`src/rtl/amp_pkg.sv`:
```
// Shared types and constants for the thermometer amplitude quantizer.
// The thresholds are ascending, so every quantizer output is thermometer-shaped.
package amp_pkg;

  localparam int AMP_LEVELS = 16;

  typedef logic [AMP_LEVELS-1:0] amp_code_t;

  localparam logic [7:0] AMP_THRESH [AMP_LEVELS] = '{
    8'd1,   8'd3,   8'd7,   8'd13,  8'd21,  8'd31,  8'd43,  8'd57,
    8'd75,  8'd91,  8'd111, 8'd133, 8'd157, 8'd183, 8'd201, 8'd241
  };

endpackage

```
`src/rtl/amp_quant.sv`:
```
// Combinational 8-bit amplitude to 16-level thermometer code.
// Bit k is set when the sample is strictly greater than threshold k.
module amp_quant
  import amp_pkg::*;
(
  input  logic [7:0] sample,
  output amp_code_t  code
);

  always_comb begin
    code = '0;
    for (int k = 0; k < AMP_LEVELS; k++) begin
      code[k] = (sample > AMP_THRESH[k]);
    end
  end

endmodule

```
`src/rtl/amp_rr_sched.sv`:
```
// Round-robin scheduler sharing one thermometer quantizer among NREQ requesters,
// with a single registered output stage and valid/ready backpressure.
module amp_rr_sched
  import amp_pkg::*;
#(
  parameter int NREQ = 4,
  parameter int IDW  = $clog2(NREQ)
) (
  input  logic              clock,
  input  logic              rst_n,
  input  logic [NREQ-1:0]   req_valid,
  input  logic [NREQ*8-1:0] req_data,
  output logic [NREQ-1:0]   req_ready,
  output logic              out_valid,
  input  logic              out_ready,
  output amp_code_t         out_ap,
  output logic [IDW-1:0]    out_id,
  output logic              busy
);

  logic            out_valid_q, out_valid_d;
  amp_code_t       out_ap_q,    out_ap_d;
  logic [IDW-1:0]  out_id_q,    out_id_d;
  logic [IDW-1:0]  last_id_q,   last_id_d;

  logic [NREQ-1:0] grant;
  logic            gnt_any;
  logic [IDW-1:0]  gnt_id;
  logic [IDW-1:0]  idx;
  logic [7:0]      sel_data;
  amp_code_t       quant_code;
  logic            can_accept;
  logic            accept;

  // Search upward from last_id+1 with wrap; the first valid requester wins.
  always_comb begin
    grant    = '0;
    gnt_any  = 1'b0;
    gnt_id   = '0;
    sel_data = '0;
    idx      = last_id_q;
    for (int n = 0; n < NREQ; n++) begin
      idx = (idx == IDW'(NREQ - 1)) ? '0 : idx + IDW'(1);
      if (!gnt_any && req_valid[idx]) begin
        gnt_any     = 1'b1;
        grant[idx]  = 1'b1;
        gnt_id      = idx;
        sel_data    = req_data[{idx, 3'b000} +: 8];
      end
    end
  end

  amp_quant u_quant (
    .sample (sel_data),
    .code   (quant_code)
  );

  assign can_accept = ~out_valid_q | out_ready;
  assign accept     = gnt_any & can_accept;
  assign req_ready  = grant & {NREQ{can_accept}};

  // A new accept takes priority over draining, so drain+load share one edge.
  always_comb begin
    out_valid_d = out_valid_q;
    out_ap_d    = out_ap_q;
    out_id_d    = out_id_q;
    last_id_d   = last_id_q;
    if (accept) begin
      out_valid_d = 1'b1;
      out_ap_d    = quant_code;
      out_id_d    = gnt_id;
      last_id_d   = gnt_id;
    end else if (out_valid_q && out_ready) begin
      out_valid_d = 1'b0;
    end
  end

  always_ff @(posedge clock or negedge rst_n) begin
    if (!rst_n) begin
      out_valid_q <= 1'b0;
      out_ap_q    <= '0;
      out_id_q    <= '0;
      last_id_q   <= IDW'(NREQ - 1);
    end else begin
      out_valid_q <= out_valid_d;
      out_ap_q    <= out_ap_d;
      out_id_q    <= out_id_d;
      last_id_q   <= last_id_d;
    end
  end

  assign out_valid = out_valid_q;
  assign out_ap    = out_ap_q;
  assign out_id    = out_id_q;
  assign busy      = (|req_valid) | out_valid_q;

endmodule
```
`config.mk`:
```
export PLATFORM = sky130hd
export DESIGN_NAME = amp_rr_sched
export DESIGN_NICKNAME = d
export VERILOG_FILES = /design/src/rtl/amp_pkg.sv /design/src/rtl/amp_quant.sv /design/src/rtl/amp_rr_sched.sv
export SDC_FILE = /design/constraint.sdc
export NUM_CORES = 1
export LEC_CHECK = 0
export CORE_ASPECT_RATIO = 0.5
export CORE_MARGIN = 3
export CORE_UTILIZATION = 50
export DETAILED_ROUTE_END_ITERATION = 10
export PLACE_DENSITY = 0.91
export SLEW_MARGIN = 30
export SYNTH_ARGS = -nofsm -noshare
export SYNTH_HDL_FRONTEND = slang
export SYNTH_SLANG_ARGS = --single-unit
```
`constraint.sdc`:
```
create_clock -name clock -period 3.8 [get_ports clock]
set_clock_uncertainty 0.2 [all_clocks]
set_input_delay 0.57 -clock clock [delete_from_list [all_inputs] [get_ports clock]]
set_output_delay 0.57 -clock clock [all_outputs]
set_load 0.1 [all_outputs]
```
==> results_dict.tcl <==
set metrics [dict create \
    drtPass1Iterations 6 \
    clockBufferDepth 2 \
    nets 416 \
    dieArea_um2 5820 \
    synth.most_common_cell "nand2_1" \
    worst_slew_pin_slew_ps 979 \
    synth_ff_type "dfrtp_1" \
    crit_fanout 11 \
    clk_pin_slew_worst_paths_ps 70 \
    avgSynthCellArea_um2 8.26 \
    grt_pass1_wl_um 13600 \
    met1_usage_pct 38.3 \
    synth_common_cells "nand2_1, dfrtp_1, mux2i_1, nand3_1" \
    hold_path.class "input port to asynchronous set/reset pin" \
    met3_usage_pct 5.48 \
    grt-busiest-layer "met2" \
    drc 0 \
    critPathKind "flop to output port" \
    finalSetupViolCount 0 \
    ant_nets 0 \
    start_kind "flop" \
    holdBufCountCts 0 \
    synthDistinctLibCells 60 \
    syn_area_um2 2450 \
    vias 2851 \
    ys_warn_count 0 \
    syn_inst 296 \
    grtUsageMet2_pct 46.2 \
    cts_setup_buffers 0 \
    coreArea_um2 4550 \
    cp.required_ps 3030 \
    cts_buffers 3 \
    io-pin-count 63 \
    io_buffers 62 \
    outcome "completed" \
    critical_path.endpoint_type "output port" \
    start_util_pct 53.7 \
    area_delta_synth_final_pct 39.1 \
    h-tree-depth 1 \
    grt_pass1_vias 2826 \
    place_ws_ps 17.5 \
    core.rowCount 17 \
    drt_iter0_markers 294 \
    cp.arrival_ps 2900 \
    grt_max_degree 22 \
    fmax_mhz 273 \
    die_h_um 55.5 \
    post-dp-hpwl_um 6460 \
    gr-total-overflow 0 \
    relSlewSlack_pct 34.5 \
    hold_slack_ps 46.5 \
    vias_per_cell 6.55 \
    dieWidth_um 105 \
    synth_edf_count 0 \
    synth.top_cell.area_share_pct 19.4 \
    syn_nets 342 \
    fin_cells 435 \
    cts_resized 0 \
    max_cap_viol_count 0 \
    synth_top_area_cell "dfrtp_1" \
    drv_slew 0 \
    place_inst 431 \
    antenna_found_initial 0 \
    wl_um 8260 \
    cts_root_buffer "clkbuf_8" \
    cts_sinks 21 \
    synth-seq-cells 21 \
    cts_tree "built" \
    ys_seq_area_share_pct 21.6 \
    diodes 0 \
    clock_latency_ps 260 \
    min_period_ps 3670 \
    finalCritPeriodShare_pct 96.5 \
    fin_ws_ps 133 \
    synthArstFlopShare_pct 100 \
    wire_per_inst_um 19.0 \
    hold_viol 0 \
    place_congestion 0.941 \
    ys_top_cells_by_area "dfrtp_1, mux2i_1, mux4_2" \
    drive_above_1_share_pct 18.2 \
    grt_usage_pct 28.3 \
]
-- kinds of logic (layout without fill, tap and decap cells) --
group	count (synthesis)	in the layout	share of synthesized area, %
buffers and inverters	30	103	5.52
AND/OR/NAND/NOR	120	120	25.1
multiplexers	26	26	14.8
adder cells (fa/ha/maj)	7	7	3.58
flip-flops	21	21	21.6
AO/OA/AOI/OAI	92	92	29.5
-- final cells by class --
class                   count  area (um^2)
multi-input cells         245         1840
fillers                   341         1150
repair buffers             93          888
flip-flops and latches     21          528
well taps                  66         82.6
clock buffers               4         45.0
inverters                   6         22.5
-- final timing paths --
kind,endpoint,slack [ps],start,cells past startpoint
max,req_ready[3],130,last_id_q[1],8
min,out_ap[1],50,rst_n,1
max reg2reg,out_ap[0],190,last_id_q[1],10
min reg2reg,out_id[0],280,out_id[0],1
max in group asynchronous,last_id_q[0],3020,rst_n,1
min in group clock,out_id[0],280,out_id[0],1
-- placed cells by master, fill, tap and decap left out, types with 5 or more instances in the layout --
cell and count:
a311oi_1 6, dfrtp_1 19, nor3_1 9, ha_1 6
nor2_1 13, nand2b_1 7, clkdlybuf4s50_1 55, nand3_1 16
o21ai_0 5, a221o_1 6, inv_1 6, o211ai_1 6
a222oi_1 5, o22ai_1 6, nand2_1 42, buf_4 32
mux2i_1 17, a21oi_1 11, a21o_1 5, o22a_1 6
nor2b_1 8, mux4_2 7
-- metrics by stage --
stage / instance area [um^2] / utilization, % / TNS [ps]
floorplan: 2490 / - / 0
global placement: 3350 / 73.6 / 0
detailed placement: 3350 / 73.6 / 0
CTS: 3400 / 74.6 / 0
global route: 3400 / 74.8 / -2.43
finish: 3400 / 74.8 / 0
-- worst max-delay path, cell delays in order, from the launching register on --
cell      delay [ps]
dfstp_2          580
ha_2             280
or2_4            270
mux2i_1          340
o32ai_2          140
buf_4            190
a222oi_1         520
a21oi_4          110
buf_12           210
-- routing by layer --
metal,wire length (um),part of all wire [%],vias up
met2,3800,46,182
met5,0,0,-
met4,143,1.7,0
met3,865,10,20
met1,3450,42,1345
li1,-,-,1304
-- flip-flops by register name (all words and copies together) (netlist names) --
| name | cells |
|---|---|
| last_id_q | 2 |
| out_ap | 16 |
| out_id | 2 |
| out_valid | 1 |
Power is not shown: default switching activity piles up to over one toggle a cycle in this logic, so the estimate is an artifact.
